<file path="src/rtl/irq_pkg.sv">
// Shared interrupt-controller definitions: default register addresses, vector layout,
// source indices and FSM state encoding.
package irq_pkg;

    localparam logic [15:0] IF_ADDR_DEF  = 16'hFF0F;
    localparam logic [15:0] IE_ADDR_DEF  = 16'hFFFF;
    localparam logic [15:0] VEC_BASE_DEF = 16'h0040;
    localparam int          VEC_STRIDE   = 8;

    typedef enum logic [2:0] {
        VBLANK = 3'd0,
        STAT   = 3'd1,
        TIMER  = 3'd2,
        SERIAL = 3'd3,
        JOYPAD = 3'd4
    } irq_src_e;

    typedef enum logic [1:0] {
        IDLE  = 2'd0,
        PEND  = 2'd1,
        BLANK = 2'd2
    } irq_state_e;

    function automatic logic [15:0] vec_of(input logic [15:0] base, input logic [2:0] id);
        return base + 16'(id) * 16'(VEC_STRIDE);
    endfunction

endpackage

</file>
<file path="src/rtl/irq_prio_enc.sv">
// Fixed-priority encoder: the lowest set request index wins.
module irq_prio_enc #(
    parameter int NUM_SRC = 5
) (
    input  logic [NUM_SRC-1:0] req,
    output logic               valid,
    output logic [2:0]         idx
);

    always_comb begin
        valid = |req;
        idx   = 3'd0;
        // Scan from the top so the lowest index is written last and wins.
        for (int i = NUM_SRC - 1; i >= 0; i--) begin
            if (req[i]) begin
                idx = 3'(i);
            end
        end
    end

endmodule

</file>
<file path="src/rtl/interrupt_ctrl.sv">
// Interrupt controller with IF/IE registers, fixed priority and an ack/blank handshake.
// Define IRQ_EDGE_DETECT_EN to set flags on rising src_req edges instead of level.
module interrupt_ctrl
    import irq_pkg::*;
#(
    parameter int          NUM_SRC  = 5,
    parameter logic [15:0] IF_ADDR  = IF_ADDR_DEF,
    parameter logic [15:0] IE_ADDR  = IE_ADDR_DEF,
    parameter logic [15:0] VEC_BASE = VEC_BASE_DEF
) (
    input  logic               clk,
    input  logic               reset,
    input  logic [15:0]        addr,
    input  logic [7:0]         wdata,
    input  logic               read_en,
    input  logic               write_en,
    output logic [7:0]         rdata,
    input  logic [NUM_SRC-1:0] src_req,
    output logic               irq_valid,
    output logic [2:0]         irq_id,
    output logic [15:0]        irq_vec,
    input  logic               irq_ack
);

    logic [NUM_SRC-1:0] if_reg;
    logic [NUM_SRC-1:0] if_next;
    logic [NUM_SRC-1:0] set_mask;
    logic [NUM_SRC-1:0] ack_mask;
    logic [NUM_SRC-1:0] pending;
    logic [7:0]         ie_reg;
    logic [7:0]         if_read;
    irq_state_e         state_reg;
    irq_state_e         state_next;
    logic               irq_valid_reg;
    logic [2:0]         irq_id_reg;
    logic [15:0]        irq_vec_reg;
    logic               enc_valid;
    logic [2:0]         enc_idx;
    logic               wr_if;
    logic               wr_ie;
    logic               ack_hit;

    // Reads have no side effects, so the read strobe is not needed.
    logic unused_read_en;
    assign unused_read_en = read_en;

    assign wr_if   = write_en && (addr == IF_ADDR);
    assign wr_ie   = write_en && (addr == IE_ADDR);
    assign ack_hit = (state_reg == PEND) && irq_ack;
    assign pending = if_reg & ie_reg[NUM_SRC-1:0];

`ifdef IRQ_EDGE_DETECT_EN
    logic [NUM_SRC-1:0] src_prev_reg;

    always_ff @(posedge clk or negedge reset) begin
        if (!reset) begin
            src_prev_reg <= '0;
        end else begin
            src_prev_reg <= src_req;
        end
    end

    assign set_mask = src_req & ~src_prev_reg;
`else
    assign set_mask = src_req;
`endif

    // Only the id actually presented to the CPU is cleared by an ack.
    generate
        for (genvar gi = 0; gi < NUM_SRC; gi++) begin : g_ack
            assign ack_mask[gi] = ack_hit && (irq_id_reg == 3'(gi));
        end
    endgenerate

    assign if_next = ((wr_if ? wdata[NUM_SRC-1:0] : if_reg) & ~ack_mask) | set_mask;

    // Unimplemented flag bits read back as ones.
    generate
        for (genvar gi = 0; gi < 8; gi++) begin : g_if_read
            if (gi < NUM_SRC) begin : g_live
                assign if_read[gi] = if_reg[gi];
            end else begin : g_pad
                assign if_read[gi] = 1'b1;
            end
        end
    endgenerate

    always_comb begin
        rdata = 8'h00;
        if (addr == IF_ADDR) begin
            rdata = if_read;
        end else if (addr == IE_ADDR) begin
            rdata = ie_reg;
        end
    end

    irq_prio_enc #(
        .NUM_SRC(NUM_SRC)
    ) u_prio_enc (
        .req  (pending),
        .valid(enc_valid),
        .idx  (enc_idx)
    );

    always_comb begin
        state_next = state_reg;
        case (state_reg)
            IDLE:    if (enc_valid) state_next = PEND;
            PEND: begin
                if (irq_ack) begin
                    state_next = BLANK;
                end else if (!enc_valid) begin
                    state_next = IDLE;
                end
            end
            BLANK:   state_next = enc_valid ? PEND : IDLE;
            default: state_next = IDLE;
        endcase
    end

    always_ff @(posedge clk or negedge reset) begin
        if (!reset) begin
            if_reg        <= '0;
            ie_reg        <= 8'h00;
            state_reg     <= IDLE;
            irq_valid_reg <= 1'b0;
            irq_id_reg    <= 3'd0;
            irq_vec_reg   <= VEC_BASE;
        end else begin
            if_reg <= if_next;
            if (wr_ie) begin
                ie_reg <= wdata;
            end
            state_reg     <= state_next;
            irq_valid_reg <= (state_next == PEND);
            irq_id_reg    <= enc_idx;
            irq_vec_reg   <= vec_of(VEC_BASE, enc_idx);
        end
    end

    assign irq_valid = irq_valid_reg;
    assign irq_id    = irq_id_reg;
    assign irq_vec   = irq_vec_reg;

endmodule
</file>
<file path="config.mk">
export PLATFORM = sky130hd
export DESIGN_NAME = interrupt_ctrl
export DESIGN_NICKNAME = d
export VERILOG_FILES = /design/src/rtl/irq_pkg.sv /design/src/rtl/irq_prio_enc.sv /design/src/rtl/interrupt_ctrl.sv
export SDC_FILE = /design/constraint.sdc
export NUM_CORES = 1
export LEC_CHECK = 0
export BUFFER_PORTS_ARGS = -buffer_cell sky130_fd_sc_hd__buf_2
export CORE_MARGIN = 2
export CORE_UTILIZATION = 39
export DETAILED_ROUTE_END_ITERATION = 7
export PLACE_DENSITY = 0.75
export SLEW_MARGIN = 15
export SYNTH_ARGS = -nofsm -noshare
export SYNTH_HDL_FRONTEND = slang
export SYNTH_SLANG_ARGS = --single-unit
</file>
<file path="constraint.sdc">
create_clock -name clk -period 1.2 [get_ports clk]
set_input_delay 0.06 -clock clk [delete_from_list [all_inputs] [get_ports clk]]
set_output_delay 0.06 -clock clk [all_outputs]
set_load 0.02 [all_outputs]
</file>
==> results of run 1 <==
==> logic make-up (layout without fill, tap and decap cells) <==
family	Yosys count	count (layout)	share of synthesized area
compound gates	23	23	0.1642
buf+inv	19	77	0.1251
flops	19	19	0.4246
mux	8	8	0.08045
other cells	2	13	0.006706
simple gates	34	34	0.1989
==> worst max-delay path, delay by kind of cell <==
kind	cells	cell delay, ns
buf+inv	3	0.40
compound gates	1	0.15
simple gates	2	0.75
==> power by group through the flow <==
stage	logic [mW]	registers (mW)	clock network, mW
5_1_grt	0.182	0.641	0.361
3_3_place_gp	0.125	0.653	0
4_1_cts	0.156	0.640	0.338
3_5_place_dp	0.131	0.653	0
2_1_floorplan	0.0876	0.653	0
6_report	0.167	0.640	0.324
==> synthesized netlist by cell type <==
cell type | instances | area share
nand2_1 | 8 | 0.027
a21oi_1 | 1 | 0.0045
inv_1 | 1 | 0.0033
nand4_1 | 9 | 0.050
nor4_4 | 1 | 0.019
mux2_2 | 8 | 0.080
nor4_1 | 1 | 0.0056
o21a_1 | 1 | 0.0067
a32oi_1 | 1 | 0.0078
o211ai_2 | 2 | 0.022
nor2_1 | 2 | 0.0067
a21o_1 | 1 | 0.0067
dfrtp_1 | 19 | 0.42
nor2b_1 | 1 | 0.0056
a31oi_1 | 7 | 0.039
and4bb_2 | 1 | 0.011
or4_4 | 1 | 0.010
o211ai_1 | 1 | 0.0067
a21o_2 | 2 | 0.016
buf_6 | 1 | 0.010
conb_1 | 2 | 0.0067
and3b_1 | 1 | 0.0078
nand3_1 | 4 | 0.018
a22o_1 | 3 | 0.023
clkbuf_2 | 1 | 0.0045
nand3b_1 | 4 | 0.027
nor4_2 | 1 | 0.011
buf_4 | 16 | 0.11
a22oi_1 | 2 | 0.013
a22o_2 | 2 | 0.018
==> metal layers <==
metal	track usage	share of wire
met5	0	0
met4	0.1063	0.033
met3	0.01587	0.038
met2	0.3588	0.54
met1	0.2378	0.39
==> worst max-delay path by stage <==
stage,end,depth (start not counted),slack [ns]
after CTS,rdata[3],6,-0.23
after global placement,rdata[2],6,-0.23
after detailed placement,rdata[3],6,-0.28
final,rdata[2],6,-0.23
after floorplan,if_reg[1]$_DFF_PN0_,5,-0.14
after global routing,rdata[2],6,-0.29
==> cell usage in the layout (no fill, tap or decap), drive strengths merged, types with 2 or more instances in the layout <==
master,instances
nand3,4
nand4,9
dlygate4sd3,9
buf,63
a22oi,2
clkbuf,4
a31oi,7
o211ai,3
a22o,5
mux2,8
nand3b,4
nor2,2
conb,13
a21o,3
nor4,3
dfrtp,19
nand2,8
==> area by class of cell <==
class | count | area (um^2) | share of cell area
multi-input combinational | 78 | 601.8 | 0.3627
timing repair buffer | 72 | 513.0 | 0.3092
sequential | 19 | 475.5 | 0.2866
tap | 31 | 38.79 | 0.02338
clock buffer | 4 | 26.28 | 0.01584
inverter | 1 | 3.754 | 0.002262
==> repair_timing <==
| item | CTS | global route |
|---|---|---|
| buffers inserted | 5 | 3 |
| hold buffers | 9 | 0 |
| endpoints found under the hold margin | 27 | 0 |
| resized for setup | 21 | 6 |
| endpoints found under the setup margin | 13 | 13 |
| pin swaps | 9 | 0 |
==> results.toml, run 1 <==
[grt]
antenna_found_initial = 0
grt_max_degree = 20
overflow = 0
grt_pass1_wl_um = 5119
grt_usage = 0.2010
grt_pass1_vias = 1127

[timing]
tns_ns = -1.743
rsz0062_at_grt = "true"
finalCriticalPeriod_ns = 1.425
fmax_ghz = 0.7016
skew_ns = 0.004489
finalHoldViolCount = 0
layout_setup_ws_ns = -0.2254
maxSlewViolCount = 0
fin_crit_sh = 1.188
fin_hold_ws_ns = 0.01792
finalSetupViolCount = 13

[cts]
numCtsBuffers = 3
htree_levels = 1
clk_path_buf_depth = 2
cts.clk_slew.worst_paths_ns = 0.10
cts_tree = "built"
clock_insertion_delay_worst_skew_ns = 0.30
clock-sinks = 19
cts-root-buf = "clkbuf_4"

[placement]
place_congestion = 0.7952
pre_cts_slack_ns = -0.2815
dp_hpwl_um = 2239
port_buffers = 47
dp.cells = 184
place_area_um2 = 1371

[pwr]
power_density_nw_per_um2 = 682.1
clkPwrFrac = 0.287
seqPwrFrac = 0.566
swShare = 0.2559
total_power_mw = 1.132
power_switching_uw = 289.6
ir_drop_mv = 0.5077
p_comb_frac = 0.147
p_leak_nw = 0.8415
p_int_uw = 842.0

[worst_setup_path]
r2r-start = "state_reg[1]$_DFF_PN0_"
startpoint = "addr[4]"
cp_slowest_stage_delay_ns = 0.54
r2r_end = "if_reg[2]$_DFF_PN0_"
r2r_slack_ns = -0.11
reg2reg_depth = 4
worstPathMaxFanout = 11
startpoint_type = "input port"
cp.arrival_ns = 1.37
path_class = "input port to output pin"
worstSetupEndpointType = "output pin"
worstPathCellList = "buf_6, or4_4, nor4_4, buf_12, a22o_1, buf_4"
crit_required_ns = 1.14
slowest_stage = "or4_4"

[die]
start_util = 0.4096
die_area_um2 = 3316
design.portCount = 62
die_x_um = 57.59
dieHeight_um = 57.59
rows = 19
core_um2 = 2734

[cells_and_area]
diodes = 0
syn2layout_area_growth_pct = 48.16
nNetsFinal = 209
utilization = 0.6069
fillCellCount = 221
largest_reg_flops = 8
drive_above_1_share = 0.5345
postLayoutCellArea_um2 = 1659
instances_no_fill = 205

[hold_path]
worstHoldStart = "wdata[0]"
hold_path_end = "ie_reg[0]$_DFFE_PN0P_"
min_path_type = "input port to flop"
hold_depth = 2

[route]
drc = 0
wl_um = 3179
drt_iter0_drc = 31
dr.pass1.iters = 4
vias_per_cell = 5.371
via_count = 1101
wl_per_cell_um = 15.51
ant_nets = 0

[outcome]
status = "finished with violations"
violations = "setup timing"

[logic_synthesis]
synth-seq-area-share = 0.4246
synth_warnings = 0
ys_seq_elements = 19
synthesis.instances = 105
synth_area_um2 = 1120
synth_area_per_cell_um2 = 10.66
synthDistinctLibCells = 30

[run]
maxCapViolations = 0
Note: power is estimated with default switching activity, not from simulation.
==> run 2: changes to the inputs <==
Settings changed: HOLD_SLACK_MARGIN set to 0.1, RECOVER_POWER set to 25.
==> run 2 against run 1 <==
The flow still finishes with violations (setup timing). Clock power is 2% higher. Critical path depth stayed put. Core utilization is 2.4 points higher. Sequential share of layout area is 1.1 points lower. Sequential power hardly changed. Worst setup slack worse by 0.00059 ns. Design area is 4.0% higher. Fmax hardly changed. Final cell count is 2.9% higher.
==> results.toml, run 2 (same netlist as run 1, synthesis figures left out) <==
[grt]
antenna_found_initial = 0
grt_pass1_wl_um = 5244
overflow = 0
grt_max_degree = 20
grt_usage = 0.2062
grt_pass1_vias = 1162

[route]
drt_iter0_drc = 40
drc = 0
ant_nets = 0
wl_per_cell_um = 15.73
dr.pass1.iters = 4
via_count = 1130
wl_um = 3320
vias_per_cell = 5.355

[timing]
rsz0062_at_grt = "true"
layout_setup_ws_ns = -0.2260
skew_ns = 0.003628
finalSetupViolCount = 12
finalHoldViolCount = 0
fmax_ghz = 0.7013
maxSlewViolCount = 0
fin_hold_ws_ns = 0.2207
finalCriticalPeriod_ns = 1.426
fin_crit_sh = 1.188

[pwr]
clkPwrFrac = 0.285
p_int_uw = 856.8
ir_drop_mv = 0.5204
power_switching_uw = 296.9
seqPwrFrac = 0.555
p_leak_nw = 0.8673
power_density_nw_per_um2 = 668.6
p_comb_frac = 0.160
swShare = 0.2573

[worst_setup_path]
crit_required_ns = 1.14
cp.arrival_ns = 1.37
worstSetupEndpointType = "output pin"
worstPathMaxFanout = 12
startpoint_type = "input port"
path_class = "input port to output pin"

[cells_and_area]
drive_above_1_share = 0.5111
diodes = 0
largest_reg_flops = 8
instances_no_fill = 211
syn2layout_area_growth_pct = 54.08
final_common_cell = "buf_2"
nNetsFinal = 215
final_cell_mix = "buf_2 (36), dfrtp_1 (19), dlygate4sd3_1 (16)"

[outcome]
status = "finished with violations"
violations = "setup timing"

[placement]
place_congestion = 0.7952
dp.cells = 184
pre_cts_slack_ns = -0.2815
dp_hpwl_um = 2239
port_buffers = 47

[cts]
cts.clk_slew.worst_paths_ns = 0.11
clock-sinks = 19
clk_path_buf_depth = 2
clock_insertion_delay_worst_skew_ns = 0.30
cts_tree = "built"
cts-root-buf = "clkbuf_4"
numCtsBuffers = 3
htree_levels = 1

[die]
die_area_um2 = 3316
rows = 19
dieHeight_um = 57.59
start_util = 0.4096
design.portCount = 62
die_x_um = 57.59
core_um2 = 2734

[hold_path]
min_path_type = "input port to flop"

[run]
maxCapViolations = 0
-- run 2: area by class of cell --
class | instances | area, um^2
flip-flops and latches | 19 | 475.5
fillers | 214 | 1008
repair buffers | 78 | 579.3
clock buffers | 4 | 26.28
well taps | 31 | 38.79
inverters | 1 | 3.754
multi-input cells | 78 | 601.8
-- run 2: repair_timing --
| item | 4_1_cts | 5_1_grt |
|---|---|---|
| pin swaps | 9 | 0 |
| setup buffers | 5 | 2 |
| endpoints found under the hold margin | 34 | 0 |
| endpoints found under the setup margin | 13 | 20 |
| hold buffers | 16 | 0 |
| gates resized for setup | 21 | 7 |
-- run 2: per-stage QoR --
stage | instance area [um^2] | setup TNS, ns | utilization | total power [mW]
6_report | 1725 | -1.775 | 0.6311 | 1.154
5_1_grt | 1725 | -2.604 | 0.6311 | 1.202
4_1_cts | 1668 | -1.830 | 0.6101 | 1.152
3_5_place_dp | 1371 | -4.547 | 0.5016 | 0.7835
3_3_place_gp | 1371 | -3.483 | 0.5016 | 0.7783
2_1_floorplan | 1161 | -1.176 | - | 0.7408
-- run 2: per-layer routing --
layer | vias up | part of all wire | GRT usage
li1 | 523 | - | -
met1 | 549 | 0.40 | 0.2493
met2 | 50 | 0.54 | 0.3653
met3 | 8 | 0.038 | 0.01361
met4 | 0 | 0.022 | 0.1063
met5 | - | 0 | 0
-- run 2: critical path: stages --
cell	delay (ns)
buf_6	0.09
or4_4	0.54
nor4_4	0.21
buf_12	0.17
a22o_1	0.15
buf_4	0.14
-- run 2: power by group through the flow --
| stage | logic [mW] | registers, mW | clock network (mW) |
|---|---|---|---|
| 6_report | 0.184 | 0.640 | 0.329 |
| 5_1_grt | 0.200 | 0.641 | 0.361 |
| 4_1_cts | 0.174 | 0.640 | 0.338 |
| 3_5_place_dp | 0.131 | 0.653 | 0 |
| 3_3_place_gp | 0.125 | 0.653 | 0 |
| 2_1_floorplan | 0.0876 | 0.653 | 0 |
-- run 2: final timing paths --
check / slack (ns) / cells past startpoint / endpoint / from
max: -0.23 / 6 / rdata[2] / addr[4]
min: 0.22 / 3 / state_reg[1]$_DFF_PN0_ / irq_ack
max reg2reg: -0.12 / 4 / if_reg[2]$_DFF_PN0_ / state_reg[1]$_DFF_PN0_
min reg2reg: 0.52 / 1 / ie_reg[6]$_DFFE_PN0P_ / ie_reg[6]$_DFFE_PN0P_
max in group asynchronous: 0.62 / 2 / ie_reg[1]$_DFFE_PN0P_ / reset
min in group asynchronous: 0.25 / 2 / state_reg[1]$_DFF_PN0_ / reset
==> run 3: changes to the inputs <==
Settings changed: ABC_AREA set to 1, CORE_UTILIZATION 39 to 40, CTS_CLUSTER_DIAMETER set to 200.
==> run 3 against run 2 <==
Combinational power up 42%. Final cell count up 18%. The run ends with DRC left. Largest power group unchanged. Via count up 1.8%. Sequential power up 6.2%. Clock power down 1%. Routed wire length down 20%. Sequential share of layout area up 2.3 points.
==> results.toml, run 3 <==
[logic_synthesis]
synth_top_area_cell = "dfrtp_1"
synthFlopType = "dfrtp_1"
synth_warnings = 0
synth_most_common_cell = "nand2_1"
synth_area_um2 = 1202
synth_common_cells = "nand2_1 (33), inv_1 (28), dfrtp_1 (19)"
synthesis.instances = 156
ys_seq_elements = 19
synth_area_per_cell_um2 = 7.708
yosys-top-cells-area = "dfrtp_1 (40%), nand2_1 (10%), buf_4 (10%)"
synth_edf_count = 0
synthArstFlopShare = 1.000
synth-seq-area-share = 0.3954
synthDistinctLibCells = 23
synthDominantCellAreaShare = 0.3954

[worst_setup_path]
worstPathMaxFanout = 3
worstSetupEndpointType = "output pin"
crit_required_ns = 1.14
cp.arrival_ns = 1.09
startpoint_type = "flop"
cp_slowest_stage_delay_ns = 0.38
critPathBufInv = 2
slowest_stage = "dfrtp_1"
path_class = "flop to output pin"
cpLargestDelayFamily = "flip-flops"
worstPathCellList = "inv_1, o22ai_1, buf_4"

[placement]
place_congestion = 0.7473
port_buffers = 47
dp_hpwl_um = 1986

[timing]
tns_ns = 0
fmax_ghz = 0.8722
finalHoldViolCount = 0
rsz0062_at_grt = "true"
maxSlewViolCount = 0
finalSetupViolCount = 0
skew_ns = 0.008829
finalCriticalPeriod_ns = 1.146
fin_crit_sh = 0.9554

[cells_and_area]
nNetsFinal = 253
diodes = 0
fillCellCount = 283
final_common_cell = "buf_2"
utilization = 0.5682
syn2layout_area_growth_pct = 32.57
largest_reg_flops = 8
final_cell_mix = "buf_2 (43), nand2_1 (33), inv_1 (28)"
drive_above_1_share = 0.3073

[die]
die_area_um2 = 3460
start_util = 0.4286
core_um2 = 2805
dieHeight_um = 58.83
die_x_um = 58.83
rows = 19
design.portCount = 62

[cts]
htree_levels = 1
clock-sinks = 19
cts_tree = "built"
postCtsSetupBuffers = 0
clk_path_buf_depth = 2
cts.clk_slew.worst_paths_ns = 0.12
cts-root-buf = "clkbuf_4"
numCtsBuffers = 3
clock_insertion_delay_worst_skew_ns = 0.30

[grt]
grt_usage = 0.1645
antenna_found_initial = 0
grt_max_degree = 20
overflow = 0
grt_pass1_vias = 1054
grt_pass1_wl_um = 4353

[route]
wl_um = 2669
vias_per_cell = 4.618
dr.pass1.iters = 6
drc = 5
ant_nets = 0
drt_iter0_drc = 24
via_count = 1150
wl_per_cell_um = 10.72

[pwr]
power_density_nw_per_um2 = 794.6
p_leak_nw = 0.9444
total_power_mw = 1.267
ir_drop_mv = 0.6037

[outcome]
violations = "DRC"
status = "finished with violations"

[hold_path]
min_path_type = "input port to flop"

[run]
maxCapViolations = 0
==> run 3: cell types whose count changed in the layout (fill, tap and decap cells not counted), sizes merged, moves of 8 or more <==
cell   change
buf       -13
inv       +31
nor2       +8
o21ai     +13
nand2     +26
mux2       -8
==> run 3: worst paths after layout <==
| check | cells past startpoint | end | from | slack (ns) |
|---|---|---|---|---|
| max in group asynchronous | 2 | ie_reg[5]$_DFFE_PN0P_ | reset | 0.63 |
| setup reg to reg | 6 | irq_valid$_DFF_PN0_ | ie_reg[3]$_DFFE_PN0P_ | 0.14 |
| hold / removal | 4 | if_reg[3]$_DFF_PN0_ | write_en | 0.16 |
| setup / recovery | 3 | rdata[3] | if_reg[3]$_DFF_PN0_ | 0.05 |
| hold reg to reg | 1 | state_reg[1]$_DFF_PN0_ | state_reg[1]$_DFF_PN0_ | 0.50 |
| min in group asynchronous | 2 | if_reg[2]$_DFF_PN0_ | reset | 0.24 |
==> run 3: per-layer routing <==
| metal | global-route usage | vias up | share of wire |
|---|---|---|---|
| li1 | - | 592 | - |
| met1 | 0.2083 | 523 | 0.43 |
| met2 | 0.2921 | 33 | 0.52 |
| met3 | 0.02198 | 2 | 0.047 |
| met4 | 0.04545 | 0 | 0.0045 |
| met5 | 0 | - | 0 |
==> run 3: layout make-up <==
cell class                 count  area, um^2  area share
multi-input combinational     99       524.3      0.3289
sequential                    19       475.5      0.2983
timing repair buffer          64       407.9      0.2559
inverter                      32       120.1     0.07535
tap                           31       38.79     0.02433
clock buffer                   3       22.52     0.01413
clock inverter                 1       5.005    0.003140
==> run 3: power breakdown <==
part | total [mW] | switching [mW] | leakage, nW | internal, mW
Sequential | 0.680 | 0.0153 | 0.196 | 0.664
Combinational | 0.262 | 0.152 | 0.730 | 0.110
Clock | 0.325 | 0.201 | 0.0177 | 0.124
==> run 3: stage by stage <==
step                setup WS, ns  hold WS [ns]  std cells  area [um^2]
floorplan                0.09228       -0.2356        167         1244
global placement         0.08083       0.01886        230         1398
detailed placement       0.04574       0.02447        230         1398
CTS                      0.02186       0.04758        248         1565
global route            -0.01862        0.1801        249         1594
finish                   0.05352        0.1601        249         1594
==> run 3: cells by family after synthesis <==
family / after synthesis / synth area share
AOI/OAI and AO/OA: 21 / 0.1030
buffers and inverters: 49 / 0.2123
and+or+nand+nor: 65 / 0.2830
DFF: 19 / 0.3954
other: 2 / 0.006246
==> run 3: worst reg2reg max path: stages, from the launching register on <==
cell and delay, ns:
dfrtp_1 0.40, inv_1 0.09, o21ai_0 0.10, inv_1 0.08, nand3_1 0.10, a21oi_2 0.13
nor2_1 0.05
==> run 3: repair_timing <==
item	in CTS	in global routing
hold endpoints to repair	35	3
gates resized for setup	0	6
setup endpoints to repair	0	10
hold buffers	14	1
